--- config.mk ---
export PLATFORM = sky130hd
export DESIGN_NAME = arp_response_core
export DESIGN_NICKNAME = d
export VERILOG_FILES = /design/src/rtl/arp_response_core.sv
export SDC_FILE = /design/constraint.sdc
export NUM_CORES = 1
export LEC_CHECK = 0
export ABC_AREA = 1
export CAP_MARGIN = 15
export CORE_UTILIZATION = 33
export CTS_CLUSTER_SIZE = 12
export DETAILED_ROUTE_END_ITERATION = 8
export PLACE_DENSITY = 0.49
export SLEW_MARGIN = 20
export SYNTH_ARGS = -nofsm -noshare
export SYNTH_HDL_FRONTEND = slang
export SYNTH_SLANG_ARGS = --single-unit
export TNS_END_PERCENT = 20
--- constraint.sdc ---
create_clock -name CLK_RX -period 9.5 [get_ports CLK_RX]
set_clock_uncertainty 0.2 [all_clocks]
set_input_delay 1.9 -clock CLK_RX [delete_from_list [all_inputs] [get_ports CLK_RX]]
set_output_delay 1.9 -clock CLK_RX [all_outputs]
set_load 0.01 [all_outputs]
--- src/rtl/arp_response_core.sv ---
// ARP responder: parses received Ethernet/ARP frames and, for a request
// aimed at MY_IPV4, offers a 42-byte reply on a byte stream gated by an ACK.
module arp_response_core (
  input  logic        CLK_RX,
  input  logic        ARESET,
  input  logic [47:0] MY_MAC,
  input  logic [31:0] MY_IPV4,
  input  logic        DATA_VALID_RX,
  input  logic [7:0]  DATA_RX,
  output logic        DATA_VALID_TX,
  output logic [7:0]  DATA_TX,
  input  logic        DATA_ACK_TX
);

  localparam int unsigned CntW     = 6;
  localparam int unsigned FrameLen = 42;
  localparam int unsigned ReplyW   = FrameLen * 8;

  typedef enum logic [1:0] {IDLE, PENDING, SENDING} state_e;

  state_e            state_q, state_d;
  logic [CntW-1:0]   rx_cnt_q, rx_cnt_d;
  logic              bc_q, bc_d;
  logic              uc_q, uc_d;
  logic              hdr_q, hdr_d;
  logic [47:0]       cap_mac_q, cap_mac_d;
  logic [31:0]       cap_ip_q, cap_ip_d;
  logic [47:0]       rep_smac_q, rep_smac_d;
  logic [31:0]       rep_sip_q, rep_sip_d;
  logic [47:0]       rep_mac_q, rep_mac_d;
  logic [31:0]       rep_ip_q, rep_ip_d;
  logic [CntW-1:0]   tx_idx_q, tx_idx_d;
  logic              valid_q, valid_d;
  logic [7:0]        data_q, data_d;

  logic              rx_byte_en;
  logic              accept;
  logic [7:0]        mac_byte;
  logic [7:0]        ip_byte;
  logic [7:0]        hdr_byte;
  logic [ReplyW-1:0] rep_vec;

  // Byte idx of the reply image, byte 0 in the top bits.
  function automatic logic [7:0] reply_byte(input logic [ReplyW-1:0] v,
                                            input logic [CntW-1:0]   idx);
    logic [8:0] sh;
    sh = 9'(6'd41 - idx) << 3;
    return v[sh +: 8];
  endfunction

  assign rep_vec = {rep_smac_q, rep_mac_q, 16'h0806, 16'h0001, 16'h0800,
                    8'h06, 8'h04, 16'h0002, rep_mac_q, rep_ip_q,
                    rep_smac_q, rep_sip_q};

  // Reference bytes for the field currently being received.
  always_comb begin
    mac_byte = MY_MAC[7:0];
    case (rx_cnt_q[2:0])
      3'd0:    mac_byte = MY_MAC[47:40];
      3'd1:    mac_byte = MY_MAC[39:32];
      3'd2:    mac_byte = MY_MAC[31:24];
      3'd3:    mac_byte = MY_MAC[23:16];
      3'd4:    mac_byte = MY_MAC[15:8];
      default: mac_byte = MY_MAC[7:0];
    endcase
    // Target IP occupies bytes 38..41, whose low two index bits are 2,3,0,1.
    ip_byte = MY_IPV4[7:0];
    case (rx_cnt_q[1:0])
      2'd2:    ip_byte = MY_IPV4[31:24];
      2'd3:    ip_byte = MY_IPV4[23:16];
      2'd0:    ip_byte = MY_IPV4[15:8];
      default: ip_byte = MY_IPV4[7:0];
    endcase
    hdr_byte = 8'h00;
    case (rx_cnt_q)
      6'd12, 6'd16: hdr_byte = 8'h08;
      6'd13, 6'd18: hdr_byte = 8'h06;
      6'd15, 6'd21: hdr_byte = 8'h01;
      6'd19:        hdr_byte = 8'h04;
      default:      hdr_byte = 8'h00;
    endcase
  end

  // RX parser and reply sequencer next-state logic.
  always_comb begin
    state_d    = state_q;
    rx_cnt_d   = rx_cnt_q;
    bc_d       = bc_q;
    uc_d       = uc_q;
    hdr_d      = hdr_q;
    cap_mac_d  = cap_mac_q;
    cap_ip_d   = cap_ip_q;
    rep_smac_d = rep_smac_q;
    rep_sip_d  = rep_sip_q;
    rep_mac_d  = rep_mac_q;
    rep_ip_d   = rep_ip_q;
    tx_idx_d   = tx_idx_q;
    valid_d    = valid_q;
    data_d     = data_q;

    rx_byte_en = DATA_VALID_RX && (rx_cnt_q < CntW'(FrameLen));

    if (!DATA_VALID_RX) begin
      rx_cnt_d = '0;
    end else if (rx_cnt_q != CntW'(FrameLen)) begin
      rx_cnt_d = rx_cnt_q + 6'd1;
    end

    if (rx_byte_en) begin
      if (rx_cnt_q == 6'd0) begin
        bc_d  = (DATA_RX == 8'hFF);
        uc_d  = (DATA_RX == mac_byte);
        hdr_d = 1'b1;
      end else if (rx_cnt_q < 6'd6) begin
        bc_d = bc_q && (DATA_RX == 8'hFF);
        uc_d = uc_q && (DATA_RX == mac_byte);
      end else if (rx_cnt_q >= 6'd12 && rx_cnt_q <= 6'd21) begin
        hdr_d = hdr_q && (DATA_RX == hdr_byte);
      end else if (rx_cnt_q >= 6'd22 && rx_cnt_q <= 6'd27) begin
        cap_mac_d = {cap_mac_q[39:0], DATA_RX};
      end else if (rx_cnt_q >= 6'd28 && rx_cnt_q <= 6'd31) begin
        cap_ip_d = {cap_ip_q[23:0], DATA_RX};
      end else if (rx_cnt_q >= 6'd38 && rx_cnt_q <= 6'd40) begin
        hdr_d = hdr_q && (DATA_RX == ip_byte);
      end
    end

    accept = rx_byte_en && (rx_cnt_q == 6'd41) && (bc_q || uc_q) && hdr_q &&
             (DATA_RX == ip_byte);

    case (state_q)
      IDLE: begin
        if (accept) begin
          state_d    = PENDING;
          rep_smac_d = cap_mac_q;
          rep_sip_d  = cap_ip_q;
          rep_mac_d  = MY_MAC;
          rep_ip_d   = MY_IPV4;
          tx_idx_d   = '0;
          valid_d    = 1'b1;
          data_d     = cap_mac_q[47:40];
        end
      end
      PENDING: begin
        if (DATA_ACK_TX) begin
          state_d  = SENDING;
          tx_idx_d = 6'd1;
          data_d   = reply_byte(rep_vec, 6'd1);
        end
      end
      SENDING: begin
        if (tx_idx_q == CntW'(FrameLen - 1)) begin
          state_d  = IDLE;
          tx_idx_d = '0;
          valid_d  = 1'b0;
          data_d   = 8'h00;
        end else begin
          tx_idx_d = tx_idx_q + 6'd1;
          data_d   = reply_byte(rep_vec, tx_idx_q + 6'd1);
        end
      end
      default: begin
        state_d = IDLE;
        valid_d = 1'b0;
        data_d  = 8'h00;
      end
    endcase
  end

  always_ff @(posedge CLK_RX) begin
    if (ARESET) begin
      state_q    <= IDLE;
      rx_cnt_q   <= '0;
      bc_q       <= 1'b0;
      uc_q       <= 1'b0;
      hdr_q      <= 1'b0;
      cap_mac_q  <= '0;
      cap_ip_q   <= '0;
      rep_smac_q <= '0;
      rep_sip_q  <= '0;
      rep_mac_q  <= '0;
      rep_ip_q   <= '0;
      tx_idx_q   <= '0;
      valid_q    <= 1'b0;
      data_q     <= 8'h00;
    end else begin
      state_q    <= state_d;
      rx_cnt_q   <= rx_cnt_d;
      bc_q       <= bc_d;
      uc_q       <= uc_d;
      hdr_q      <= hdr_d;
      cap_mac_q  <= cap_mac_d;
      cap_ip_q   <= cap_ip_d;
      rep_smac_q <= rep_smac_d;
      rep_sip_q  <= rep_sip_d;
      rep_mac_q  <= rep_mac_d;
      rep_ip_q   <= rep_ip_d;
      tx_idx_q   <= tx_idx_d;
      valid_q    <= valid_d;
      data_q     <= data_d;
    end
  end

  assign DATA_VALID_TX = valid_q;
  assign DATA_TX       = data_q;

endmodule

==> reports/results.ini, run 1 <==
[run_status]
status = complete, no violations

[clock_network]
cts_made_buffers = 31
cts-resized-gates = 0
cts_root_buf = clkbuf_16
cts-hold-fix-buffers = 0
path_clk_slew_ns = 0.06
cts.htree.levels = 1
cts_tree = yes
clock_path_buffers = 3
insertion_delay_ns = 0.58
postCtsSetupBuffers = 0
clkSinkCount = 266

[job]
drv_cap = 0

[floorplan]
die-height_um = 203.3
initial_utilization_pct = 33.57
die_area_um2 = 41320
rows = 73
ioPinCount = 101
dieWidth_um = 203.3
core_um2 = 39820

[synth]
yosys_warnings = 0
syn_area_per_cell_um2 = 6.724
synth-seq-area-share_pct = 39.84
synth.net_count = 2096
synth_cell_types = 39
ys_ff_latch = 266
yosys_most_used_dff = dfxtp_1
synth-async-reset-ratio_pct = 0
synth_edf_count = 0
synth_cells = 1988
netlist_area_um2 = 13370

[sta]
relSlewSlack_pct = 30.21
setup_ws_ns = 4.167
min_period_ns = 5.333
period_share_pct = 56.13
setup_viol = 0
fmax_mhz = 187.5
drv_slew = 0
hold_viol = 0
max_slew.worst_pin.slew_ns = 1.047
setup_tns_ns = 0
rsz0062_at_grt = false
timing.hold.ws_ns = 0.2435

[global_routing]
antenna_found_initial = 0
grt_pass1_wl_um = 71540
grt_pass1_vias = 11790
grt_overflow = 0
grt_max_degree = 251
grtUsageTotal_pct = 22.51

[worst_setup_path]
ff2ff_setup_slack_ns = 4.17
r2r-end = DATA_TX[7]$_SDFFE_PP0P_
startpoint_type = register
crit_slowest_cell = dfxtp_2
crit_family = buffers and inverters
cp_cell_sequence = inv_1 > buf_4 > ha_1 > buf_4 > inv_1 > buf_4 > nor2_2 > buf_4 > nand2_1 > nand3_1 > nand3_1 > nand2_1 > nor2_1 > nor2_1 > nor2_1 > nor2_1 > nor2_1 > nor2_1 > nor2_1
crit_type = register to register
cp_num_buf_inv = 6
r2r_cells = 19
cp_data_arrival_time_ns = 5.60
setup.worst_path.end_class = register
crit_path_frequent_cell = nor2_1
r2r_start = tx_idx_q[0]$_SDFFE_PP0P_
slowest_delay_ns = 0.73
crit_fanout = 33
worstPathRequired_ns = 9.77

[power]
switchingPower_uw = 1422
finalPower_uw = 3717
p_clk_share_pct = 35.2
pwr-share-comb_pct = 33.7
pwr-share-seq_pct = 31.1
netSwitchingFraction_pct = 38.25
internal_power_uw = 2295
irDropWorstVdd_mv = 0.1774
p_per_area_nw_per_um2 = 239.9
p_leak_uw = 0.005961

[drt]
vias = 12660
wire_per_inst_um = 18.23
first_pass_iters = 5
viasPerCell = 4.948
drt_wl_total_um = 46650
drtIter0Drc = 1115
ant_nets = 0
drc = 0

[place]
gp_congestion = 0.8996
portBuffers = 100
hpwl_um = 32530
place_ws_ns = 3.998

[finish]
antennaDiodeCount = 0
layout-drive-gt1-share_pct = 4.376
most-common-layout-cells = 376 x nand2_1, 265 x dfxtp_1, 255 x inv_1
area_growth_pct = 15.92
nFillCells = 4357
layout.nets = 2119
final_common_cell = nand2_1

[hold_path]
whs_endpoint = rep_smac_q[16]$_SDFFE_PP0P_
whs_path_depth = 2
hp-class = register to register
hold_start = rep_smac_q[16]$_SDFFE_PP0P_

flip-flops by register name, indices dropped and copies added (netlist names):
| signal | flops |
|---|---|
| cap_mac_q | 48 |
| uc_q | 1 |
| rep_smac_q | 48 |
| rx_cnt_q | 6 |
| rep_ip_q | 32 |
| state_q | 2 |
| DATA_VALID_TX | 1 |
| cap_ip_q | 32 |
| bc_q | 1 |
| DATA_TX | 8 |
| hdr_q | 1 |
| tx_idx_q | 6 |
| rep_mac_q | 48 |
| rep_sip_q | 32 |
power groups by stage:
| stage | Combinational (µW) | Sequential (µW) | Clock [µW] |
|---|---|---|---|
| after floorplan | 805 | 1170 | 0 |
| after global placement | 1260 | 1180 | 0 |
| after detailed placement | 1250 | 1180 | 0 |
| after CTS | 1250 | 1160 | 1340 |
| after global routing | 1390 | 1160 | 1380 |
| final | 1250 | 1160 | 1310 |
worst register-to-register path, delay by kind of cell (launching register included):
| family | cells | cell delay [ns] |
|---|---|---|
| buf+inv | 6 | 2.56 |
| simple gates | 12 | 1.39 |
| flops | 1 | 0.73 |
| fa+ha+maj | 1 | 0.35 |
area by class of cell:
class | count | area (µm²) | share of cell area, %
clock buffers | 40 | 839.6 | 5.418
clock inverters | 16 | 265.3 | 1.712
inverters | 263 | 993.5 | 6.411
multi-input cells | 1335 | 6296 | 40.63
flip-flops and latches | 266 | 5326 | 34.37
well taps | 525 | 656.9 | 4.239
repair buffers | 114 | 1119 | 7.218
kinds of logic (layout without fill, tap and decap cells):
kind of cell | after synthesis | after routing | synth area share [%]
xor+xnor | 4 | 4 | 0.2620
buf+inv | 387 | 433 | 13.12
fa+ha+maj | 16 | 16 | 1.498
simple gates | 757 | 757 | 23.84
flops | 266 | 266 | 39.84
compound gates | 558 | 558 | 21.44
synth_stat cells, types with 5 or more instances:
master | n | area [µm²]
buf_1 | 9 | 33.78
nand3_1 | 155 | 775.7
a211oi_1 | 5 | 37.54
nand4_1 | 19 | 118.9
o21ai_0 | 226 | 1131
inv_1 | 257 | 964.7
clkbuf_1 | 51 | 191.4
dfxtp_1 | 266 | 5325
nand2_1 | 376 | 1411
ha_1 | 16 | 200.2
buf_6 | 35 | 394.1
o21ai_1 | 52 | 260.3
o211ai_1 | 5 | 37.54
a21boi_0 | 6 | 45.04
nor2_1 | 185 | 694.4
buf_2 | 28 | 140.1
a21oi_1 | 253 | 1266
routing by layer:
| metal | wire, µm | part of all wire (%) | vias to the layer above | track usage (%) |
|---|---|---|---|---|
| li1 | - | - | 6486 | - |
| met1 | 23150 | 50 | 5851 | 32.61 |
| met2 | 20360 | 44 | 268 | 35.02 |
| met3 | 2076 | 4.5 | 58 | 2.988 |
| met4 | 1064 | 2.3 | 0 | 5.505 |
| met5 | 0 | 0 | - | 0 |
per-stage QoR:
stage / utilization [%] / cell area [µm²] / cells
2_1_floorplan: - / 13370 / 1988
3_3_place_gp: 36.13 / 14390 / 2503
3_5_place_dp: 36.14 / 14390 / 2503
4_1_cts: 38.91 / 15500 / 2559
5_1_grt: 38.91 / 15500 / 2559
6_report: 38.91 / 15500 / 2559
how the worst max path moves through the flow:
stage	startpoint	to	cells after the start
after floorplan	MY_IPV4[7]	rep_sip_q[0]$_SDFFE_PP0P_	11
after global placement	tx_idx_q[0]$_SDFFE_PP0P_	DATA_TX[3]$_SDFFE_PP0P_	16
after global routing	tx_idx_q[0]$_SDFFE_PP0P_	DATA_TX[7]$_SDFFE_PP0P_	19
after detailed placement	DATA_RX[1]	rep_sip_q[0]$_SDFFE_PP0P_	11
final	tx_idx_q[0]$_SDFFE_PP0P_	DATA_TX[7]$_SDFFE_PP0P_	19
after CTS	tx_idx_q[0]$_SDFFE_PP0P_	DATA_TX[4]$_SDFFE_PP0P_	19
(Power assumes the default switching activity.)
==> run 2: changes to the inputs <==
clock period = 5 ns   (was 9.5 ns; I/O delays follow)
==> reports/results.ini, run 2 (synthesis gave the netlist of run 1 again) <==
[place]
hpwl_um = 32130  ; -1.2%
place_ws_ns = 1.044  ; -2.954 ns
portBuffers = 100  ; unchanged
gp_congestion = 0.8929  ; -0.74%
place_area_um2 = 14520  ; +0.88%

[clock_network]
cts-resized-gates = 0  ; unchanged
cts_made_buffers = 30  ; -3.2%
insertion_delay_ns = 0.58  ; about the same
clkSinkCount = 266  ; unchanged
clock_path_buffers = 3  ; unchanged
cts.htree.levels = 1  ; unchanged
path_clk_slew_ns = 0.06  ; about the same
cts_root_buf = clkbuf_16
cts-hold-fix-buffers = 0  ; unchanged
cts_tree = yes
postCtsSetupBuffers = 0  ; unchanged

[worst_setup_path]
crit_type = register to register
startpoint_type = register
cp_num_buf_inv = 3  ; -3
setup.worst_path.end_class = register
cp_data_arrival_time_ns = 4.15  ; -1.45 ns
cp_cell_sequence = inv_1 > ha_1 > buf_4 > nand2_1 > nand3_1 > nand2_1 > nand2_1 > nand2_1 > nand2_1 > nand2_1 > nor2_1 > nand4_4 > buf_12 > o21ai_0 > a21oi_1
worstPathRequired_ns = 5.23  ; -4.54 ns
slowest_delay_ns = 0.45  ; -0.28 ns
crit_slowest_cell = ha_1
crit_path_frequent_cell = nand2_1
crit_family = simple AND/OR/NAND/NOR gates
crit_fanout = 168  ; +410%

[global_routing]
antenna_found_initial = 0  ; unchanged
grt_pass1_wl_um = 70720  ; -1.1%
grt_max_degree = 169  ; -33%
grt_pass1_vias = 11980  ; +1.6%
grtUsageTotal_pct = 22.14  ; -0.37 points
grt_overflow = 0  ; unchanged

[power]
p_per_area_nw_per_um2 = 436.2  ; +82%
irDropWorstVdd_mv = 0.2866  ; +62%
finalPower_uw = 6754  ; +82%
p_leak_uw = 0.005961  ; about the same

[finish]
post-route-util_pct = 38.88  ; about the same
layout.nets = 2130  ; +0.52%
area_growth_pct = 15.83  ; about the same
antennaDiodeCount = 0  ; unchanged
layout-drive-gt1-share_pct = 4.645  ; +0.27 points
design_area_um2 = 15480  ; about the same
nFillCells = 4365  ; +0.18%
final_common_cell = nand2_1
reg.largest.list = cap_mac_q (48), rep_mac_q (48), rep_smac_q (48)
most-common-layout-cells = 376 x nand2_1, 265 x dfxtp_1, 256 x inv_1

[drt]
vias = 12740  ; +0.58%
wire_per_inst_um = 17.86  ; -2.0%
ant_nets = 0  ; unchanged
drt_wl_total_um = 45890  ; -1.6%
first_pass_iters = 5  ; unchanged
viasPerCell = 4.956  ; +0.15%
drc = 0  ; unchanged
drtIter0Drc = 998  ; -10%

[sta]
fmax_mhz = 254.6  ; +36%
relSlewSlack_pct = 32.57  ; +2.4 points
max_slew.worst_pin.slew_ns = 1.005  ; -0.04165 ns
hold_viol = 0  ; unchanged
setup_ws_ns = 1.073  ; -3.095 ns
min_period_ns = 3.927  ; -1.405 ns
setup_tns_ns = 0  ; unchanged
drv_slew = 0  ; unchanged
setup_viol = 0  ; unchanged
period_share_pct = 78.55  ; +22 points
rsz0062_at_grt = false

[floorplan]
die_area_um2 = 41320  ; unchanged
dieWidth_um = 203.3  ; unchanged
rows = 73  ; unchanged
ioPinCount = 101  ; unchanged
die-height_um = 203.3  ; unchanged
core_um2 = 39820  ; unchanged
initial_utilization_pct = 33.57  ; unchanged

[job]
drv_cap = 0  ; unchanged

[hold_path]
hp-class = register to register

[run_status]
status = complete, no violations

==> run 2: changes by cell type in the layout (fill, tap and decap cells not counted), sizes merged <==
cell and change:
bufinv -7, clkbuf +9, clkinv -1, inv -2
buf +12
==> run 2: metal layers <==
layer	GRT usage [%]	wire length [µm]	share of wire, %
met5	0	0	0
met4	6.176	1188	2.6
met3	3.563	2344	5.1
met2	34.93	20250	44
met1	31.01	22110	48
==> run 2: through the flow <==
step	hold slack (ns)	std cells
CTS	0.2437	2570
global placement	0.2282	2515
finish	0.2401	2570
detailed placement	0.2344	2515
floorplan	0.2200	1988
global route	0.2545	2570
==> run 2: layout make-up <==
cell class                 instances  area, µm²  area share [%]
clock inverter                     6      43.79          0.2828
tap                              525      656.9           4.242
inverter                         263      992.2           6.408
timing repair buffer             126       1246           8.049
sequential                       266       5326           34.40
clock buffer                      49      922.1           5.956
multi-input combinational       1335       6296           40.66
==> run 2: power breakdown <==
part           internal (µW)  total (µW)  leakage [µW]  switching (µW)
clock network           1250        2170      0.000475             920
logic                    694        2400       0.00334            1710
registers               2150        2180       0.00214            27.1
==> run 2: path summary, 6_finish.rpt <==
path,start,to,slack (ns),depth (start not counted)
max,rx_cnt_q[0]$_SDFFE_PP0N_,rep_smac_q[16]$_SDFFE_PP0P_,1.07,15
min,rep_sip_q[13]$_SDFFE_PP0P_,rep_sip_q[13]$_SDFFE_PP0P_,0.24,2
max reg2reg,rx_cnt_q[0]$_SDFFE_PP0N_,rep_smac_q[16]$_SDFFE_PP0P_,1.07,15
min reg2reg,rep_sip_q[13]$_SDFFE_PP0P_,rep_sip_q[13]$_SDFFE_PP0P_,0.24,2
==> run 2: tightest hold or removal path, delay by kind of cell, from the launching register on <==
kind | cells | cell delay, ns
compound gates | 1 | 0.04
buf+inv | 1 | 0.04
flops | 1 | 0.31
==> variant 1 (flow settings as in run 2) <==
Encoding of `state_e`: now one-hot (3 bits for 3 states).
--- a/src/rtl/arp_response_core.sv
+++ b/src/rtl/arp_response_core.sv
@@ -18,3 +18,3 @@
 
-  typedef enum logic [1:0] {IDLE, PENDING, SENDING} state_e;
+  typedef enum logic [2:0] {IDLE = 3'b001, PENDING = 3'b010, SENDING = 3'b100} state_e;
 
Formal check against the unedited RTL: same outputs for any inputs over 4 cycles, from zero or initial values and one cycle with ARESET high; so few cycles prove little.
==> variant 1 against run 2 <==
  * Wire length down 1.4%
  * Synthesized area fell by 0.62%
  * Sequential share of layout area rose by 0.28 points
  * Final cell count decreased by 0.35%
  * Setup slack lost 0.11 ns
  * Sequential cell count up 1
  * Final area is 0.44% lower
  * Total power fell by 8.4%
  * Critical path type unchanged
  * Critical endpoint is now rep_smac_q[28]
==> variant 1: results (changes against run 2) <==
| Metric | Value |
|---|---|
| Status | `complete, no violations (unchanged)` |
| Hpwl dp | `31500 um (was 32100 um)` |
| Via count | `12800 (was 12700)` |
| Max-slew headroom | `34.3% (was 32.6%)` |
| Max Root-Sink Buffers | `3 (unchanged)` |
| Top_reg_cell synth | `dfxtp_1 (unchanged)` |
| Top flop regs | `cap_mac_q (48), rep_mac_q (48), rep_smac_q (48) (unchanged)` |
| Register area share after synthesis | `40.2% (was 39.8%)` |
| Post-CTS Setup Inserts | `0 (unchanged)` |
| Hold Path Origin | `rep_sip_q[26] (was rep_sip_q[13])` |
| R2R Setup Slk | `0.97 ns (was 1.07 ns)` |
| Vias in the first global route | `12000 (about the same)` |
| Number of port buffers | `100 (unchanged)` |
| Synth cell count leaders | `nand2_1, dfxtp_1, inv_1 (unchanged)` |
| Initial antenna violation count | `0 (unchanged)` |
| Pre-antenna DRT Iters | `5 (unchanged)` |
| PostCTS Resize Cnt | `0 (unchanged)` |
| Number of DRC markers in iteration 0 | `1062 (was 998)` |
| Area contributors post-synth | `dfxtp_1, nand2_1, a21oi_1, o21ai_0, inv_1 (unchanged)` |
| Clock-pin slew on the worst setup and hold paths | `0.06 ns (about the same)` |
| Max incr delay on CP | `0.62 ns (was 0.45 ns)` |
| Clock root buffer | `clkbuf_16 (unchanged)` |
| Largest net degree at the start of global routing | `207 (was 169)` |
| Worst min-delay path endpoint | `rep_sip_q[26] (was rep_sip_q[13])` |
| First-pass GRT wire length | `69900 um (was 70700 um)` |
| FF-to-FF End | `rep_smac_q[28] (was rep_smac_q[16])` |
| Top delay family on crit path | `simple AND/OR/NAND/NOR gates (unchanged)` |
| Hold crit path type | `reg -> reg (unchanged)` |
| Distinct cell type count of the synthesized netlist | `37 (was 39)` |
| Clk_lat worst skew | `0.57 ns` |
| CTS H-tree lvls | `1 (unchanged)` |
| Share of layout cells above drive strength 1 | `4.32% (was 4.65%)` |
| Setup violations, final | `0 (unchanged)` |
| Global placement routability congestion | `0.883 (was 0.893)` |
| CTS buffer count | `30 (unchanged)` |
| VDD IR max | `0.264 mV (was 0.287 mV)` |
| Post-DR wirelength/cell | `17.7 um (was 17.9 um)` |
| Origin of the critical flop-to-flop path | `rx_cnt_q[1] (was rx_cnt_q[0])` |
| Syn Nets | `2083 (was 2096)` |
| Worst hold path stage count | `2 (unchanged)` |
| # diodes | `0 (unchanged)` |
| Arrival time worst endpoint | `4.25 ns (was 4.15 ns)` |
| Top cell type's share of synthesized area | `40.2% (was 39.8%)` |
| Total GRT Usage | `21.9% (was 22.1%)` |
| Syn. warnings | `0 (unchanged)` |
| Ys async rst share | `0% (unchanged)` |
| R2R depth | `14 (was 15)` |
| Slowest cell on the critical path | `ha_1 (unchanged)` |
| Largest fanout on the critical path | `206 (was 168)` |
| Pleak | `5.90 nW (was 5.96 nW)` |
-- variant 1: cell types whose count changed in the layout (fill, tap and decap cells not counted), moves of 5 or more --
cell and change:
a21oi_1 +6, inv_1 +7, a21boi_0 -6, clkbuf_8 -5
nor2_1 -36, o21ai_1 -9, o21ai_0 +14, and2_1 +5
nand3_1 +15
-- variant 1: power breakdown --
group | internal [W] | switching, W | leakage, nW
Combinational | 0.000532 | 0.00136 | 3.30
Sequential | 0.00216 | 0.0000237 | 2.15
Clock | 0.00122 | 0.000893 | 0.449
Total | 0.00391 | 0.00228 | 5.90
-- variant 1: logic make-up after synthesis --
| logic type | Yosys count | synth area share [%] |
|---|---|---|
| AOI/OAI and AO/OA | 561 | 21.5 |
| xor gates and xnor gates | 8 | 0.527 |
| adders and majority gates | 12 | 1.13 |
| buffers and inverters | 392 | 13.1 |
| DFF | 267 | 40.2 |
| and+or+nand+nor | 739 | 23.6 |
-- variant 1: through the flow --
stage | setup WS (ns) | hold slack (ns) | total power, W | area [um2] | cells
after floorplan | 2.17 | 0.220 | 0.00339 | 13300 | 1979
after global placement | 0.925 | 0.229 | 0.00409 | 14500 | 2510
after detailed placement | 0.933 | 0.233 | 0.00409 | 14500 | 2510
after CTS | 1.22 | 0.242 | 0.00623 | 15400 | 2561
after global routing | 0.891 | 0.253 | 0.00653 | 15400 | 2561
final | 0.966 | 0.241 | 0.00619 | 15400 | 2561
-- variant 1: how the worst max path moves through the flow --
stage / startpoint / endpoint / slack, ns / depth (start not counted)
after detailed placement: DATA_RX[5] / rep_mac_q[22] / 0.93 / 10
after global routing: rx_cnt_q[1] / rep_smac_q[14] / 0.89 / 14
after floorplan: tx_idx_q[0] / DATA_TX[0] / 2.17 / 16
after global placement: DATA_RX[5] / rep_mac_q[33] / 0.92 / 10
final: rx_cnt_q[1] / rep_smac_q[28] / 0.97 / 14
after CTS: rx_cnt_q[1] / rep_mac_q[22] / 1.22 / 14
-- variant 1: worst reg2reg max path, cell delays in order, from the launching register on --
cell     delay (ns)
dfxtp_1        0.37
inv_1          0.24
ha_1           0.62
nand2_1        0.20
nand3_1        0.16
nand2_1        0.13
nand2_1        0.08
nand2_1        0.06
nand2_1        0.09
nand2_1        0.06
nor2_1         0.26
nand4_4        0.39
buf_12         0.40
o21ai_0        0.57
a21oi_1        0.06
-- variant 1: cell type report --
cell class	instances	area (um2)
inverters	272	1030
multi-input cells	1320	6210
fillers	4352	24300
clock buffers	44	853
flip-flops and latches	267	5350
repair buffers	126	1250
clock inverters	7	76.3
well taps	525	657
-- variant 1: metal layers --
layer | GRT usage, % | routed length, um | vias up
li1 | - | - | 6491
met1 | 31.0 | 21500 | 5900
met2 | 35.2 | 20300 | 344
met3 | 2.94 | 2610 | 63
met4 | 4.73 | 896 | 0
met5 | 0 | 0 | -
==> variant 2 (flow settings as in run 2) <==
Without the edit above. Change the localparam `CntW` from 6 to 7.
--- a/src/rtl/arp_response_core.sv
+++ b/src/rtl/arp_response_core.sv
@@ -14,3 +14,3 @@
 
-  localparam int unsigned CntW     = 6;
+  localparam int unsigned CntW     = 7;
   localparam int unsigned FrameLen = 42;
Formal check against the unedited RTL: no difference found for any inputs over 4 cycles, from zero or initial values and one cycle with ARESET high; that may be too few to reach the edited logic, so the function may still have changed.
==> variant 2 against run 2 <==
  * Sequential cell count grew 2
  * Synthesized area grew 1.8%
  * Final cell count grew 1.7%
  * Wire length grew 3.4%
  * Critical path type unchanged
  * Total power shrank 0.18%
  * Die area grew 1.8%
  * Final area grew 2.2%
  * Non-clock buffer count shrank 5
  * Setup slack gained 0.40 ns
  * Largest cell class unchanged
  * Critical endpoint is now uc_q
==> variant 2: results (changes against run 2) <==
| Metric | Value |
|---|---|
| Arrival time worst endpoint | `3.84 ns (was 4.15 ns)` |
| Global placement routability congestion | `0.876 (was 0.893)` |
| Status | `complete, no violations (unchanged)` |
| Largest fanout on the critical path | `10 (was 168)` |
| Area contributors post-synth | `dfxtp_1, nand2_1, a21oi_1, inv_1, o21ai_0 (was dfxtp_1, nand2_1, a21oi_1, o21ai_0, inv_1)` |
| VDD IR max | `0.287 mV (about the same)` |
| R2R Setup Slk | `1.47 ns (was 1.07 ns)` |
| Post-Route WL | `47400 um (was 45900 um)` |
| FF-to-FF End | `uc_q (was rep_smac_q[16])` |
| Max-slew headroom | `35.5% (was 32.6%)` |
| Pleak | `6.11 nW (was 5.96 nW)` |
| Pre-antenna DRT Iters | `6 (was 5)` |
| Register area share after synthesis | `39.4% (was 39.8%)` |
| Worst min-delay path endpoint | `rep_ip_q[2] (was rep_sip_q[13])` |
| DR WL met3 | `2590 um (was 2340 um)` |
| Number of DRC markers in iteration 0 | `916 (was 998)` |
| Hpwl dp | `33800 um (was 32100 um)` |
| Worst slack, placed | `1.16 ns (was 1.04 ns)` |
| Share of layout cells above drive strength 1 | `5.53% (was 4.65%)` |
| CTS buffer count | `31 (was 30)` |
| Met1 wire length | `23100 um (was 22100 um)` |
| Met2 wire len | `20800 um (was 20300 um)` |
| Hold Path Origin | `rep_ip_q[2] (was rep_sip_q[13])` |
| Total GRT Usage | `22.5% (was 22.1%)` |
| Synth cell count leaders | `nand2_1, dfxtp_1, inv_1 (unchanged)` |
| Syn Nets | `2133 (was 2096)` |
| Top routing layer used | `met4 (unchanged)` |
| # nets final | `2165 (was 2130)` |
| Distinct cell type count of the synthesized netlist | `34 (was 39)` |
## variant 2: cell count changes after synthesis, sizes merged, moves of 7 or more
cell / before / now
nor2: 189 / 182
clkbuf: 51 / 61
nand2: 380 / 397
a21oi: 253 / 267
buf: 73 / 61
## variant 2: per-layer routing
metal / up-vias / track usage, %
met1: 6002 / 32.4
met4: 0 / 5.37
met3: 56 / 3.02
met5: - / 0
met2: 356 / 35.4
li1: 6633 / -
## variant 2: worst max-delay path by stage
stage,end,slack [ns],cells past startpoint
2_1_floorplan,DATA_TX[6],2.15,19
3_3_place_gp,rep_mac_q[27],1.16,12
3_5_place_dp,rep_mac_q[46],1.16,13
4_1_cts,DATA_TX[0],1.56,16
5_1_grt,DATA_TX[5],1.17,12
6_report,uc_q,1.47,13
## variant 2: power by group
part	switching [W]	internal, W
sequential	0.0000265	0.00217
combinational	0.00154	0.000635
clock	0.000934	0.00145
## variant 2: critical path, stage by stage, from the launching register on
cell	delay (ns)
dfxtp_1	0.36
inv_1	0.20
ha_1	0.57
inv_1	0.22
nor2_1	0.74
nand2_1	0.10
nand3_1	0.17
o21ai_0	0.23
nand2_1	0.16
xor2_1	0.14
nand2_1	0.07
nor2_1	0.11
nand2_1	0.07
a21oi_1	0.11
## variant 2: cells by family (layout without fill, tap and decap cells)
kind of cell / Yosys count / count (layout) / share of synthesized area [%]
simple gates: 772 / 772 / 23.5
xor+xnor: 10 / 10 / 0.644
flops: 268 / 268 / 39.4
buf+inv: 391 / 447 / 12.8
fa+ha+maj: 16 / 16 / 1.47
compound gates: 568 / 568 / 22.1
## variant 2: cell type report
type	count	area (um2)
sequential	268	5370
fill	4419	24900
timing repair buffer	121	1210
tap	532	666
clock buffer	44	895
multi-input combinational	1366	6500
inverter	269	1010
clock inverter	13	179
## variant 2: metrics by stage
stage / hold slack (ns) / area [um2] / cells
floorplan: 0.220 / 13600 / 2025
global placement: 0.230 / 14800 / 2556
detailed placement: 0.235 / 14800 / 2556
CTS: 0.244 / 15800 / 2613
global route: 0.257 / 15800 / 2613
finish: 0.243 / 15800 / 2613
